<file path="src/rtl/fp_types.sv">
// rtl/fp_types.sv - shared FP types, NaN constants and op-decode helpers for the sign-injection issue stage
package fp_types;

    localparam logic [1:0]  FMT_S           = 2'd0;
    localparam logic [1:0]  FMT_D           = 2'd1;
    localparam logic [31:0] CANON_NAN_S     = 32'h7FC0_0000;
    localparam logic [63:0] CANON_NAN_BOXED = 64'hFFFF_FFFF_7FC0_0000;
    localparam logic [63:0] CANON_NAN_UNBOX = {32'h0000_0000, CANON_NAN_S};

    typedef struct packed {
        logic [63:0] data1;
        logic [63:0] data2;
        logic [1:0]  fmt;
        logic [2:0]  rm;
    } fp_sgnj_in_type;

    typedef struct packed {
        logic [63:0] result;
    } fp_sgnj_out_type;

    // Only single/double formats and the three sign-injection variants exist.
    function automatic logic is_illegal_op(input logic [1:0] fmt, input logic [2:0] rm);
        return (fmt > FMT_D) || (rm > 3'd2);
    endfunction

    function automatic logic [63:0] unbox_operand(input logic [1:0] fmt, input logic [63:0] data);
        if (fmt == FMT_S && data[63:32] != 32'hFFFF_FFFF)
            return CANON_NAN_UNBOX;
        return data;
    endfunction

endpackage

</file>
<file path="src/rtl/fp_sgnj_issue_if.sv">
// rtl/fp_sgnj_issue_if.sv - push/pop interface between the issue stage and its op queue
interface fp_issue_fifo_if #(parameter int W = 8);
    logic         clear;
    logic         push;
    logic         pop;
    logic [W-1:0] wdata;
    logic [W-1:0] rdata;
    logic         empty;
    logic         full;

    modport master (output clear, push, pop, wdata, input rdata, empty, full);
    modport slave  (input clear, push, pop, wdata, output rdata, empty, full);
endinterface

</file>
<file path="src/rtl/fp_issue_fifo.sv">
// rtl/fp_issue_fifo.sv - DEPTH-entry op queue with wrapping pointers and an occupancy count
module fp_issue_fifo #(
    parameter int DEPTH = 2,
    parameter int W     = 8
) (
    input  logic            clk,
    input  logic            rst,
    fp_issue_fifo_if.slave  q
);

    localparam int AW = $clog2(DEPTH);
    localparam int CW = $clog2(DEPTH + 1);

    logic [W-1:0]  mem [DEPTH];
    logic [AW-1:0] rptr;
    logic [AW-1:0] wptr;
    logic [CW-1:0] count;
    logic          do_push;
    logic          do_pop;

    assign q.empty = (count == '0);
    assign q.full  = (count == CW'(DEPTH));
    assign q.rdata = mem[rptr];

    // Local guards keep the queue safe even if the producer misbehaves.
    assign do_pop  = q.pop && !q.empty;
    assign do_push = q.push && (!q.full || do_pop);

    always_ff @(posedge clk or posedge rst) begin
        if (rst) begin
            rptr  <= '0;
            wptr  <= '0;
            count <= '0;
        end else if (q.clear) begin
            rptr  <= '0;
            wptr  <= '0;
            count <= '0;
        end else begin
            if (do_push) wptr <= wptr + 1'b1;
            if (do_pop)  rptr <= rptr + 1'b1;
            case ({do_push, do_pop})
                2'b10:   count <= count + 1'b1;
                2'b01:   count <= count - 1'b1;
                default: count <= count;
            endcase
        end
    end

    always_ff @(posedge clk) begin
        if (do_push && !q.clear) mem[wptr] <= q.wdata;
    end

endmodule

</file>
<file path="src/rtl/fp_sgnj_issue.sv">
// rtl/fp_sgnj_issue.sv - queues sign-injection ops, feeds the external unit and registers the boxed result
module fp_sgnj_issue
    import fp_types::*;
#(
    parameter int DEPTH = 2,
    parameter int TAG_W = 5
) (
    input  logic             clk,
    input  logic             rst,
    input  logic             flush,
    input  logic             in_valid,
    output logic             in_ready,
    input  logic [63:0]      in_data1,
    input  logic [63:0]      in_data2,
    input  logic [1:0]       in_fmt,
    input  logic [2:0]       in_rm,
    input  logic [TAG_W-1:0] in_tag,
    output fp_sgnj_in_type   sgnj_req,
    input  fp_sgnj_out_type  sgnj_rsp,
    output logic             out_valid,
    input  logic             out_ready,
    output logic [63:0]      out_result,
    output logic [TAG_W-1:0] out_tag,
    output logic             out_illegal
);

    localparam int ENTRY_W = 64 + 64 + 2 + 3 + TAG_W;

    fp_issue_fifo_if #(.W(ENTRY_W)) q ();

    logic [63:0]      h_data1;
    logic [63:0]      h_data2;
    logic [1:0]       h_fmt;
    logic [2:0]       h_rm;
    logic [TAG_W-1:0] h_tag;
    logic             h_illegal;
    logic             pop;

    fp_issue_fifo #(.DEPTH(DEPTH), .W(ENTRY_W)) u_fifo (
        .clk (clk),
        .rst (rst),
        .q   (q.slave)
    );

    assign pop      = !q.empty && (!out_valid || out_ready);
    assign in_ready = !q.full || pop;

    assign q.clear = flush;
    assign q.push  = in_valid && in_ready && !flush;
    assign q.pop   = pop && !flush;
    assign q.wdata = {in_tag, in_rm, in_fmt, in_data2, in_data1};

    assign {h_tag, h_rm, h_fmt, h_data2, h_data1} = q.rdata;
    assign h_illegal = is_illegal_op(h_fmt, h_rm);

    always_comb begin
        sgnj_req = '0;
        if (!q.empty) begin
            sgnj_req.data1 = unbox_operand(h_fmt, h_data1);
            sgnj_req.data2 = unbox_operand(h_fmt, h_data2);
            sgnj_req.fmt   = h_fmt;
            sgnj_req.rm    = h_rm;
        end
    end

    always_ff @(posedge clk or posedge rst) begin
        if (rst) begin
            out_valid   <= 1'b0;
            out_result  <= '0;
            out_tag     <= '0;
            out_illegal <= 1'b0;
        end else if (flush) begin
            out_valid   <= 1'b0;
        end else if (q.pop) begin
            out_valid   <= 1'b1;
            out_tag     <= h_tag;
            out_illegal <= h_illegal;
            if (h_illegal)
                out_result <= '0;
            else if (h_fmt == FMT_S)
                out_result <= {32'hFFFF_FFFF, sgnj_rsp.result[31:0]};
            else
                out_result <= sgnj_rsp.result;
        end else if (out_ready) begin
            out_valid   <= 1'b0;
        end
    end

endmodule

</file>
<file path="config.mk">
export PLATFORM = sky130hd
export DESIGN_NAME = fp_sgnj_issue
export DESIGN_NICKNAME = d
export VERILOG_FILES = /design/src/rtl/fp_types.sv /design/src/rtl/fp_sgnj_issue_if.sv /design/src/rtl/fp_issue_fifo.sv /design/src/rtl/fp_sgnj_issue.sv
export SDC_FILE = /design/constraint.sdc
export NUM_CORES = 1
export LEC_CHECK = 0
export ABC_AREA = 1
export CORE_UTILIZATION = 43
export DETAILED_ROUTE_END_ITERATION = 12
export PLACE_DENSITY = 0.76
export SLEW_MARGIN = 0
export SYNTH_ARGS = -nofsm -noshare
export SYNTH_HDL_FRONTEND = slang
export SYNTH_HIERARCHICAL = 1
export SYNTH_SLANG_ARGS = --single-unit
</file>
<file path="constraint.sdc">
create_clock -name clk -period 12.3 [get_ports clk]
set_clock_uncertainty 0.15 [all_clocks]
set_input_delay 1.845 -clock clk [delete_from_list [all_inputs] [get_ports clk]]
set_output_delay 1.845 -clock clk [all_outputs]
set_load 0.01 [all_outputs]
</file>
Yosys cells after proc, flatten, opt, wreduce, memory -nomap -nowiden
Memories as Yosys holds them, arrays and structs flattened.
Index checks and enable logic that the tools add are counted.
{ "word_totals": {"output_inout_bits": 205, "inputBits": 207, "n_memories": 1, "reg_bits": 75, "ramBits": 276} }
{ "memory_table": {"columns": ["name", "words", "width", "read_ports", "rd_clocked_by_memory_dff", "write_ports", "line", "rtl"], "rows": [
  ["u_fifo.mem", 2, 138, 1, 0, 1, "fp_issue_fifo.sv:14", "logic [W-1:0] mem [DEPTH];"]
]} }
{ "classes": {"n_reduce_logical": 24, "eq_ne": 5, "n_mux": 22, "n_addsub": 4, "n_lt_le_gt_ge": 2, "bitwise_logic": 1} }
{ "ops": {"columns": ["cell", "count"], "rows": [
  ["64-bit two-way mux", 6],
  ["133-bit two-way mux", 1],
  ["32-bit != test (second input constant)", 2],
  ["1-bit two-way mux", 13],
  ["1-bit logical AND", 9],
  ["3-bit nonzero test", 2],
  ["2-bit == test (second input constant)", 2],
  ["1-bit logical NOT", 4],
  ["2-bit logical NOT", 2],
  ["1-bit logical OR", 4],
  ["2-bit case mux with 2 select lines", 1],
  ["2-bit nonzero test", 2],
  ["3-bit by 2-bit greater-than comparator with 1-bit output (second input constant)", 1],
  ["1-bit adder (second input constant)", 2],
  ["2-bit by 1-bit adder with 2-bit output (second input constant)", 1],
  ["2-bit by 1-bit == test with 1-bit output (second input constant)", 1],
  ["2-bit by 1-bit greater-than comparator with 1-bit output (second input constant)", 1],
  ["2-bit two-way mux", 1],
  ["2-bit AND reduction", 1],
  ["2-bit by 1-bit subtractor with 2-bit output (second input constant)", 1],
  ["1-bit inverter", 1]
]} }

Logic depth before layout (Yosys ltp)
Gate-level depths: netlist of the first run.
{ "logic_depth": {"ltp_word": 10, "ltp_mapped": 16, "depth_no_buf": 15} }

Modules after synthesis
Netlist of the first run, hierarchy kept.
{ "modules_own_cells": {"columns": ["module", "n_inst", "cells_per_inst", "seq_area_each_um2", "area_each_um2"], "rows": [
  ["fp_issue_fifo", 1, 762, 8388.0, 10243.6],
  ["fp_sgnj_issue", 1, 656, 1776.7, 4239.1]
]} }

Worst setup path after synthesis of the first run
No wires, ideal clock.
{ "synth_timing": {"path_kind": "input to register", "startpoint": "input port out_ready", "endpoint": "memory u_fifo/mem[1][0] (netlist name), enable pin", "setup_ns": 0.804, "t_required_ns": 11.346, "path_slack_ns": -0.488, "path_stages": 8, "arrival_time_ns": 11.834, "cell_sequence": "inv_1 > nand2_1 > nand2_4 > nand2_1 > nand2_1 > nor2_1 > o21ai_0 > nor3_1"} }
{ "synth_between": {"elab_chain_len": 9, "elab_cells_between_ends": 12} }
{ "synth_lines": {"columns": ["item", "line", "rtl"], "rows": [
  ["start: declaration", "fp_sgnj_issue.sv:21", "input logic out_ready,"],
  ["1-bit logical OR", "fp_sgnj_issue.sv:45", "assign pop = !q.empty && (!out_valid || out_ready);"],
  ["1-bit logical AND", "fp_sgnj_issue.sv:45", null],
  ["1-bit logical OR", "fp_sgnj_issue.sv:46", "assign in_ready = !q.full || pop;"],
  ["via in_ready", "fp_sgnj_issue.sv:12", "output logic in_ready,"],
  ["1-bit logical AND (2 in a row)", "fp_sgnj_issue.sv:49", "assign q.push = in_valid && in_ready && !flush;"],
  ["via q.push", "fp_sgnj_issue_if.sv:4", "logic push;"],
  ["1-bit logical AND", "fp_issue_fifo.sv:27", "assign do_push = q.push && (!q.full || do_pop);"],
  ["1-bit logical AND", "fp_issue_fifo.sv:50", "if (do_push && !q.clear) mem[wptr] <= q.wdata;"],
  ["1-bit two-way mux", "fp_issue_fifo.sv:50", null],
  ["1-bit two-way mux (not written as such)", "fp_issue_fifo.sv:50", null],
  ["end: declaration", "fp_issue_fifo.sv:14", null]
]} }
The timed path passes the listed nets, and every way through them passes these cells.

==> results.md, run 1 <==
* CTS sink count at 351
* LEAKAGE at 8.52 nW
* Rel. slew slack at 25.1%
* Number of global-route vias before repair at 10800
* Switching power total at 1.25 mW
* Total routing usage reported by global routing at 22.5%
* Vias per cell at 4.75
* GP Congestion at 0.847
* Area overhead of the layout relative to synthesis at 38.1%
* Data arrival, critical path at 4.87 ns
* Internal Power at 2.67 mW
* Synthesized-area fraction occupied by adder cells at 0%
* Routed wire length per instance at 17.2 um
* Vert. Die Dim at 186 um
* Share of the synthesized area in compound gates (AO/OA/AOI/OAI) at 1.95%
* Count of endpoints failing hold in the final timing report at 0
* Instance count after placement with tap cells included at 2218
* Die X-Extent at 186 um
* Global-route wire length before repair at 58400 um
* Multiplexer fraction of the synthesized cell area at 0%
* Number of post-CTS setup repair buffers at 0
* Cell area reported after detailed placement at 18800 um^2
* Buf+Inv Stages, Crit Path at 3
* CTS buffer count at 38
* Initial core utilization at 44.1%
* Delay of the slowest critical-path stage at 0.76 ns
* Post-synthesis average cell area at 10.2 um^2
* Number of synthesized register bits at 351
* Number of placed I/O pins at 412
* Ratio of cells with drive above 1 in the final layout at 3.96%
* Peak supply drop at 0.146 mV
* CP Launch Type: flop
* HPWL Detailed at 27600 um
* Fraction of synthesized cell area in xor and xnor cells at 0%
* Number of cell rows at 66
* Endpoint type of the worst setup path: primary output
* Fraction of power consumed by the clock network at 27.1%
* Critical path's most frequent cell: nand2_1
* DIE AREA at 34400 um^2
* Number of optimization iterations in the first detailed-route pass at 5
* Final cycle utilization of the critical path at 55.8%
* Number of buffers inserted by port buffering at 411
* Accumulated negative setup slack at 0 ns
* Antenna violations before repair at 7
* Slew of the pin with the lowest slew margin at 1.12 ns
* Syn Nets at 1625
* Switching share of total power at 31.8%
* Seq/Total Area, Yosys at 70.2%
* Dominant combinational cell family by area after synthesis: simple AND/OR/NAND/NOR gates
* Post-cts resize count at 0
* Buffer levels on the longest clock path at 3
* Classification of the worst-slack hold path: reg -> reg
* Total routed wirelength at 39400 um
* Remaining global-route overflow at 0
* Minimum hold slack at 0.323 ns
* Pwr Density at 196 nW/um^2
* Final design area excluding fillers at 20000 um^2
* Number of max-capacitance violations reported at 0
* Vias after detailed routing at 10900
* Antenna violation net count after detailed routing at 0
* Post-Synthesis Cell Area at 14500 um^2
* Number of DRC violations after detailed-routing iteration 0 at 506
* CTS Root Cell: clkbuf_16
* Post-layout util at 60.9%
* Maximum number of pins on one net before global-route repair at 77
* Post-synthesis cell type count at 20
* Simple-gate portion of the synthesized area at 21.3%
* Core region area at 32900 um^2
* Clock tree from TritonCTS: built
* Register share of total power at 38.6%
* RSZ-0062 raised after global routing: no
* Outcome: completed
* Shortest period the worst path allows at 6.86 ns
* Series of cell instances along the critical path: inv_4 -> buf_4 -> nand2_1 -> nand2_1 -> nand2_1 -> nor2_1 -> nand2_1 -> nor2_1 -> nand2_1 -> nand2_4 -> nand2_4 -> nor2_1 -> clkdlybuf4s50_1
* Clock network latency to the later pin of the worst-skew pair at 0.52 ns
* Setup CP Type: reg -> out
* Setup-violating endpoint count in the final report at 0
* Slew Limit Fails at 0
* Logic pwr share at 34.3%
* Count of non-filler cells in the finished layout at 2291
* CP delay by family, top: buffers and inverters
* Number of buffers inserted by hold repair at cts at 0
* Final nets at 2023
* Maximum net fanout on the critical path at 73
* Highest achievable clock rate at 146 MHz
* Residual DRC at 0
* Crit-path slowest cell: buf_4
* Number of synthesis warnings at 6
* Clock-pin slew on the worst setup and hold paths at 0.06 ns
* Post-Synthesis Cells at 1418
* H-tree depth at 2
* Worst EP required at 10.30 ns
* Fill count at 2664
-- per-stage QoR --
stage | power (mW) | setup slack, ns
after floorplan | 2.18 | 3.73
after global placement | 2.87 | 5.93
after detailed placement | 2.89 | 5.88
after CTS | 3.96 | 5.31
after global routing | 4.13 | 5.00
final | 3.92 | 5.44
-- flip-flops by register name, summed over array words and instances (netlist names) --
| name | cells |
|---|---|
| out_illegal | 1 |
| out_result | 64 |
| out_tag | 5 |
| out_valid | 1 |
| u_fifo/count | 2 |
| u_fifo/mem | 276 |
| u_fifo/rptr | 1 |
| u_fifo/wptr | 1 |
-- worst register-to-register path, stage by stage (launching register included) --
cell	delay, ns
dfrtp_1	0.40
inv_1	0.07
nand2_1	0.12
inv_1	0.45
clkinv_4	0.25
nand2_4	0.09
nand2_1	0.09
nand2_1	0.07
nor2_1	0.19
o21ai_0	0.25
nor3_4	0.78
buf_4	0.68
buf_4	0.92
-- placed cells by master, fill, tap and decap left out --
cell and count:
clkdlybuf4s50_1 411, dfrtp_4 1, inv_4 2, nor2_1 171, diode_2 4, nand3_4 1, clkbuf_16 38, buf_4 6
o21a_1 1, dfrtp_1 74, nand2_4 5, o21ai_0 25, nor2_8 1, bufinv_16 2, nand3_1 6, clkinv_8 1
inv_1 145, a21oi_1 21, inv_6 3, clkbuf_1 8, o21ai_1 9, edfxtp_1 276, nor3_4 1, clkinv_4 1
inv_2 3, nand2_1 616, clkinv_1 9, clkinv_2 8
-- power groups by stage --
| stage | Sequential, mW | Combinational (mW) | Clock [mW] |
|---|---|---|---|
| after floorplan | 1.57 | 0.607 | 0 |
| after global placement | 1.53 | 1.33 | 0 |
| after detailed placement | 1.54 | 1.36 | 0 |
| after CTS | 1.51 | 1.36 | 1.08 |
| after global routing | 1.53 | 1.47 | 1.13 |
| final | 1.51 | 1.35 | 1.06 |
-- routing by layer --
metal	GRT usage [%]	part of all wire [%]	wire, um
met4	8.86	3.4	1330
met2	41.1	51	20200
met5	0	0.096	38
met1	24.1	36	14200
met3	7.02	9.3	3660
-- cell type report --
| cell class | instances | area [um^2] | area share, % |
|---|---|---|---|
| Tap cell | 442 | 553 | 2.76 |
| Antenna cell | 4 | 10.0 | 0.0500 |
| Multi-Input combinational cell | 857 | 3380 | 16.9 |
| Sequential cell | 351 | 10200 | 50.8 |
| Timing Repair Buffer | 417 | 4160 | 20.8 |
| Inverter | 151 | 579 | 2.90 |
| Clock buffer | 46 | 981 | 4.90 |
| Clock inverter | 23 | 174 | 0.870 |
-- final timing paths --
kind / start / to / cells past startpoint / slack, ns
worst max-delay path: u_fifo/rptr / sgnj_req[60] / 13 / 5.44
worst min-delay path: out_tag[1] / out_tag[1] / 2 / 0.32
worst max register to register: u_fifo/count[0] / u_fifo/mem[1][29] / 12 / 7.33
worst min register to register: out_tag[1] / out_tag[1] / 2 / 0.32
max in group asynchronous: rst / out_result[48] / 3 / 9.56
min in group asynchronous: rst / u_fifo/wptr / 2 / 1.46
-- cell families after synthesis --
family,count (synthesis)
AO/OA/AOI/OAI,56
flip-flops,351
AND/OR/NAND/NOR,801
buffers and inverters,210
-- Yosys cell counts --
library cell  count  area, um^2
clkbuf_2          1        5.00
inv_1           147         552
o21a_1            1        7.51
buf_2            30         150
nand2_4           5        56.3
inv_2             3        11.3
buf_6            16         180
nor2_1          171         642
nor2_8            1        20.0
nand3_4           1        17.5
clkbuf_1         12        45.0
o21ai_1           9        45.0
nor3_1            1        5.00
edfxtp_1        276        8290
nand3_1           6        30.0
dfrtp_1          75        1880
o21ai_0          25         125
clkinv_4          1        8.76
a21oi_1          21         105
nand2_1         616        2310
(Power assumes the default switching activity.)
==> inputs of run 2 (changes only) <==
--- a/config.mk
+++ b/config.mk
@@ -6,9 +6,9 @@
 export NUM_CORES = 1
 export LEC_CHECK = 0
 export ABC_AREA = 1
-export CORE_UTILIZATION = 43
+export CORE_UTILIZATION = 48
 export DETAILED_ROUTE_END_ITERATION = 12
-export PLACE_DENSITY = 0.76
+export PLACE_DENSITY = 0.8
 export SLEW_MARGIN = 0
 export SYNTH_ARGS = -nofsm -noshare
 export SYNTH_HDL_FRONTEND = slang
==> constraint.sdc (replaced) <==
create_clock -name clk -period 6.4 [get_ports clk]
set_clock_uncertainty 0.15 [all_clocks]
set_input_delay 0.96 -clock clk [delete_from_list [all_inputs] [get_ports clk]]
set_output_delay 0.96 -clock clk [all_outputs]
set_load 0.01 [all_outputs]
==> results.md, run 2 (synthesis results as in run 1) <==
* CTS Root Cell: clkbuf_16
* Total design power at 7.56 mW (+93%)
* Core region area at 29600 um^2 (-9.8%)
* Minimum setup slack among reg-to-reg paths at 2.50 ns (-4.83 ns)
* Number of max-capacitance violations reported at 0 (unchanged)
* Number of buffers inserted by port buffering at 411 (unchanged)
* CP Launch Type: flop
* Global-route wire length before repair at 57500 um (-1.5%)
* Highest achievable clock rate at 186 MHz
* Final cycle utilization of the critical path at 83.9%
* Clock tree from TritonCTS: built
* Most frequent standard cell in the layout excluding fill and tap cells: nand2_1
* Ratio of cells with drive above 1 in the final layout at 4.17% (+0.22 points)
* Data arrival, critical path at 4.26 ns (-0.61 ns)
* Worst EP required at 5.29 ns (-5.01 ns)
* Number of post-CTS setup repair buffers at 0 (unchanged)
* Classification of the worst-slack hold path: reg -> reg
* Maximum net fanout on the critical path at 86 (+18%)
* Critical path's most frequent cell: nand2_1
* DIE AREA at 30900 um^2 (-10%)
* Worst reg2reg path endpoint: u_fifo/mem[0][19]
* Number of cell rows at 63 (-4.5%)
* Initial core utilization at 48.9% (+4.8 points)
* CP delay by family, top: simple AND/OR/NAND/NOR gates
* Endpoint type of the worst setup path: primary output
* Residual DRC at 0 (unchanged)
* Die X-Extent at 176 um (-5.3%)
* Buffer levels on the longest clock path at 3 (unchanged)
* Total routed wirelength at 38600 um (-2.0%)
* Rel. slew slack at 23.7% (-1.4 points)
* Series of cell instances along the critical path: inv_4 -> nand2_1 -> nand2_1 -> nand2_1 -> nor2_1 -> nand2_1 -> nor2_1 -> nand2_1 -> nand2_4 -> nand2_4 -> nor2_1 -> clkdlybuf4s50_1
* Slew Limit Fails at 0 (unchanged)
* Peak supply drop at 0.252 mV (+72%)
* Highest-count cells in the layout ignoring fill and taps: nand2_1, clkdlybuf4s50_1, edfxtp_1, nor2_1, inv_1
* Final nets at 2024 (+0.049%)
* Maximum number of pins on one net before global-route repair at 139 (+81%)
* Number of placed I/O pins at 412 (unchanged)
* Number of buffers inserted by hold repair at cts at 0 (unchanged)
* Pwr Density at 378 nW/um^2 (+93%)
* Antenna violation net count after detailed routing at 0 (unchanged)
* Slew of the pin with the lowest slew margin at 1.14 ns (+0.0208 ns)
* CTS sink count at 351 (unchanged)
* Clock network latency to the later pin of the worst-skew pair at 0.52 ns (about the same)
* Crit-path slowest cell: inv_4
* LEAKAGE at 8.53 nW (+0.16%)
* Vias after detailed routing at 10900 (+0.68%)
* Accumulated negative setup slack at 0 ns (unchanged)
* Number of DRC violations after detailed-routing iteration 0 at 797 (+58%)
* Number of optimization iterations in the first detailed-route pass at 5 (unchanged)
* Largest registers ranked by flip-flop count: u_fifo/mem (276), out_result (64), out_tag (5)
* Post-cts resize count at 0 (unchanged)
* Number of cells on the worst hold path at 2 (unchanged)
* Launch point of the worst hold path: out_tag[1]
* Number of flip-flops in the largest register at 276 (unchanged)
* Largest register by flop count: u_fifo/mem
* Vert. Die Dim at 176 um (-5.3%)
* Number of global-route vias before repair at 11000 (+1.8%)
* GP Congestion at 0.872 (+2.9%)
* Buf+Inv Stages, Crit Path at 2 (-1)
* Count of endpoints failing hold in the final timing report at 0 (unchanged)
* Shortest period the worst path allows at 5.37 ns
* Routed wire length per instance at 17.2 um (+0.14%)
* RSZ-0062 raised after global routing: no
* Setup CP Type: reg -> out
* Clock-pin slew on the worst setup and hold paths at 0.06 ns (about the same)
* Outcome: completed
* Cells on worst reg2reg path at 13 (+1)
* Area overhead of the layout relative to synthesis at 37.9%
* CTS buffer count at 37 (-2.6%)
* Antenna violations before repair at 7 (unchanged)
* Setup-violating endpoint count in the final report at 0 (unchanged)
* Vias per cell at 4.88 (+2.9%)
* Delay of the slowest critical-path stage at 0.72 ns (-0.04 ns)
* H-tree depth at 2 (unchanged)
* Post-layout util at 67.4% (+6.5 points)
* Fill count at 2186 (-18%)
* Start of the worst register-to-register path: u_fifo/count[0]
* Total routing usage reported by global routing at 24.4% (+1.9 points)
* Worst Hold Path EP: out_tag[1]
* Remaining global-route overflow at 0 (unchanged)
* HPWL Detailed at 26100 um (-5.1%)
==> run 2: how the worst max path moves through the flow <==
stage | endpoint | slack [ns] | cells after the start | from
5_1_grt | sgnj_req[40] | 0.73 | 12 | u_fifo/rptr
2_1_floorplan | u_fifo/mem[1][0] | 0.83 | 8 | out_ready
3_3_place_gp | sgnj_req[40] | 1.54 | 12 | u_fifo/rptr
4_1_cts | sgnj_req[76] | 0.95 | 12 | u_fifo/rptr
6_report | sgnj_req[76] | 1.03 | 12 | u_fifo/rptr
3_5_place_dp | sgnj_req[40] | 1.57 | 12 | u_fifo/rptr
==> run 2: through the flow <==
stage	area [um^2]	worst slack (ns)	hold slack, ns	std cells
final	20000	1.03	0.321	2242
after global routing	20000	0.734	0.337	2242
after CTS	20000	0.946	0.330	2235
after detailed placement	18800	1.57	0.314	2168
after global placement	18800	1.54	0.304	2168
after floorplan	14500	0.828	0.326	1418
==> run 2: worst reg2reg max path: cells and delay by family, from the launching register on <==
kind	cells	cell delay, ns
buf+inv	6	2.15
simple gates	6	0.67
flops	1	0.40
compound gates	1	0.23
==> run 2: layer usage <==
layer | part of all wire, % | up-vias | GRT usage [%]
met5 | 0 | - | 0
met1 | 35 | 5153 | 26.2
met4 | 3.4 | 0 | 10.9
met3 | 8.7 | 82 | 7.29
li1 | - | 5253 | -
met2 | 53 | 460 | 44.2
==> run 2: area by class of cell <==
cell class	instances	area (um^2)	share of cell area [%]
flip-flops and latches	351	10200	50.9
repair buffers	419	4190	21.0
multi-input cells	857	3380	16.9
clock buffers	42	955	4.78
inverters	151	579	2.90
well taps	390	488	2.44
clock inverters	25	203	1.01
diodes	7	17.5	0.0877
==> run 2: power breakdown <==
group          switching (mW)  total, mW  internal, mW
sequential              0.146       2.90          2.76
combinational            1.40       2.60          1.21
clock                   0.857       2.05          1.20
==> inputs of run 3 (changes only) <==
--- a/config.mk
+++ b/config.mk
@@ -6,9 +6,9 @@
 export NUM_CORES = 1
 export LEC_CHECK = 0
 export ABC_AREA = 1
-export CORE_UTILIZATION = 48
+export CORE_UTILIZATION = 43
 export DETAILED_ROUTE_END_ITERATION = 12
-export PLACE_DENSITY = 0.8
+export PLACE_DENSITY = 0.76
 export SLEW_MARGIN = 0
 export SYNTH_ARGS = -nofsm -noshare
 export SYNTH_HDL_FRONTEND = slang
==> constraint.sdc (replaced) <==
create_clock -name clk -period 4.38 [get_ports clk]
set_clock_uncertainty 0.15 [all_clocks]
set_input_delay 0.657 -clock clk [delete_from_list [all_inputs] [get_ports clk]]
set_output_delay 0.657 -clock clk [all_outputs]
set_load 0.01 [all_outputs]
==> results.md, run 3 (synthesis results as in run 1) <==
* Minimum hold slack at 0.237 ns (-0.0840 ns)
* Fraction of power consumed by the clock network at 27.6% (+0.5 points)
* Post-layout util at 62.3% (-5.1 points)
* Most frequent standard cell in the layout excluding fill and tap cells: nand2_1
* Maximum net fanout on the critical path at 27 (-69%)
* Crit-path slowest cell: dfrtp_4
* HPWL Detailed at 27700 um (+5.9%)
* Number of cell rows at 66 (+4.8%)
* Number of max-capacitance violations reported at 0 (unchanged)
* Rel. slew slack at 23.5% (-0.25 points)
* Pwr Density at 557 nW/um^2 (+47%)
* Setup Slack @ Placement at 0.401 ns (-1.17 ns)
* Largest registers ranked by flip-flop count: u_fifo/mem (276), out_result (64), out_tag (5)
* Number of global-route vias before repair at 11000 (+0.31%)
* Number of buffers inserted by hold repair at cts at 0 (unchanged)
* Outcome: completed
* Antenna violation net count after detailed routing at 0 (unchanged)
* Switching power total at 3.66 mW (+52%)
* Number of placed I/O pins at 412 (unchanged)
* Total routed wirelength at 40300 um (+4.3%)
* LEAKAGE at 8.70 nW (+1.9%)
* Reg area at 10200 um^2 (unchanged)
* Core region area at 32900 um^2 (+11%)
* Accumulated negative setup slack at 0 ns (unchanged)
* Vias per cell at 4.79 (-1.9%)
* Logic pwr share at 35.3% (+0.8 points)
* Ratio of cells with drive above 1 in the final layout at 5.42% (+1.2 points)
* Minimum setup slack in the final design at 0.173 ns (-0.856 ns)
* Slew of the pin with the lowest slew margin at 1.15 ns (+0.00378 ns)
* Instance count after placement with tap cells included at 2229 (+2.8%)
* Global-route wire length before repair at 58700 um (+2.1%)
* Setup CP Type: reg -> out
* Highest-count cells in the layout ignoring fill and taps: nand2_1, clkdlybuf4s50_1, edfxtp_1, nor2_1, inv_1
* Remaining global-route overflow at 0 (unchanged)
* Vias after detailed routing at 11100 (+1.2%)
* Peak supply drop at 0.380 mV (+51%)
* Area overhead of the layout relative to synthesis at 41.3%
* Residual DRC at 0 (unchanged)
* Data arrival, critical path at 3.40 ns (-0.86 ns)
* Switching share of total power at 32.1% (+0.30 points)
* Total routing usage reported by global routing at 22.5% (-1.9 points)
* RSZ-0062 raised after global routing: no
* Fill count at 2617 (+20%)
* Count of endpoints failing hold in the final timing report at 0 (unchanged)
* Classification of the worst-slack hold path: in -> async
* Endpoint type of the worst setup path: primary output
* CP delay by family, top: simple AND/OR/NAND/NOR gates
* Initial core utilization at 44.1% (-4.8 points)
* Final cycle utilization of the critical path at 96.0%
* Clock-pin slew on the worst setup and hold paths at 0.06 ns (about the same)
* Highest achievable clock rate at 238 MHz
* Delay of the slowest critical-path stage at 0.57 ns (-0.15 ns)
* Antenna violations before repair at 5 (-2)
* Buffer levels on the longest clock path at 3 (unchanged)
* Number of DRC violations after detailed-routing iteration 0 at 709 (-11%)
* Clock tree from TritonCTS: built
* Count of non-filler cells in the finished layout at 2313 (+3.2%)
* Buf+Inv Stages, Crit Path at 3 (+1)
* Final design area excluding fillers at 20500 um^2 (+2.5%)
* CP Launch Type: flop
* Largest register by flop count: u_fifo/mem
* CTS buffer count at 39 (+5.4%)
* Routed wire length per instance at 17.4 um (+1.1%)
* Die X-Extent at 186 um (+5.6%)
* Slew Limit Fails at 0 (unchanged)
* Register share of total power at 37.0% (-1.4 points)
* Series of cell instances along the critical path: inv_8 -> buf_6 -> nand2_1 -> nand2_1 -> nand2_1 -> nor2_1 -> nand2_1 -> nor2_1 -> nand2_1 -> nand2_4 -> nand2_4 -> nor2_1 -> clkdlybuf4s50_1
* Final nets at 2044 (+0.99%)
* Number of flip-flops in the largest register at 276 (unchanged)
* Total design power at 11.4 mW (+51%)
* Critical path's most frequent cell: nand2_1
* Maximum number of pins on one net before global-route repair at 100 (-28%)
* Setup-violating endpoint count in the final report at 0 (unchanged)
* Internal Power at 7.75 mW (+50%)
* Clock network latency to the later pin of the worst-skew pair at 0.52 ns (about the same)
* Vert. Die Dim at 186 um (+5.6%)
* CTS sink count at 351 (unchanged)
* Number of optimization iterations in the first detailed-route pass at 5 (unchanged)
* Worst EP required at 3.57 ns (-1.72 ns)
* H-tree depth at 2 (unchanged)
* CTS Root Cell: clkbuf_16
* Number of buffers inserted by port buffering at 411 (unchanged)
* Total area of multi-input combinational cells at 3470 um^2 (+2.8%)
* DIE AREA at 34400 um^2 (+11%)
* Shortest period the worst path allows at 4.21 ns
* Cell area reported after detailed placement at 19000 um^2 (+1.3%)
* GP Congestion at 0.920 (+5.6%)
-- run 3: cell count changes in the layout (fill, tap and decap cells not counted), sizes merged --
cell and change:
buf +15, clkinvlp +1, inv -2, diode -1
clkbuf +11, nand2 +2, clkinv -6, bufinv -1
-- run 3: final cells by class --
type	instances	area share [%]
flip-flops and latches	351	49.7
repair buffers	435	21.6
multi-input cells	859	17.0
clock buffers	52	5.31
inverters	151	2.89
well taps	442	2.70
clock inverters	17	0.807
diodes	6	0.0734
-- run 3: final timing paths --
kind,startpoint,endpoint,slack [ns],depth (start not counted)
worst max-delay path,u_fifo/rptr,sgnj_req[127],0.17,13
worst min-delay path,rst,out_result[1],0.24,2
worst max register to register,u_fifo/count[1],u_fifo/mem[0][52],1.67,13
worst min register to register,out_tag[3],out_tag[3],0.32,2
max in group asynchronous,rst,out_result[61],3.03,3
min in group clk,out_tag[3],out_tag[3],0.32,2
-- run 3: power by group through the flow --
stage / combinational (mW) / clock, mW / sequential (mW)
final: 4.03 / 3.15 / 4.22
after global routing: 4.37 / 3.34 / 4.26
after floorplan: 1.72 / 0 / 4.40
after CTS: 3.99 / 3.21 / 4.22
after global placement: 3.86 / 0 / 4.27
after detailed placement: 3.91 / 0 / 4.29
-- run 3: timing repair --
action / CTS / global route
pin swaps: 1 / 1
resized for setup: 4 / 7
setup buffers: 0 / 6
setup endpoints to repair: 110 / 110
cloned: 1 / 2
-- run 3: layer usage --
layer,vias to the layer above,routed length (um),GRT usage (%)
met1,5196,14600,25.1
met4,0,1430,10.4
li1,5313,-,-
met3,81,3530,5.36
met2,493,20700,40.6
met5,-,0,0
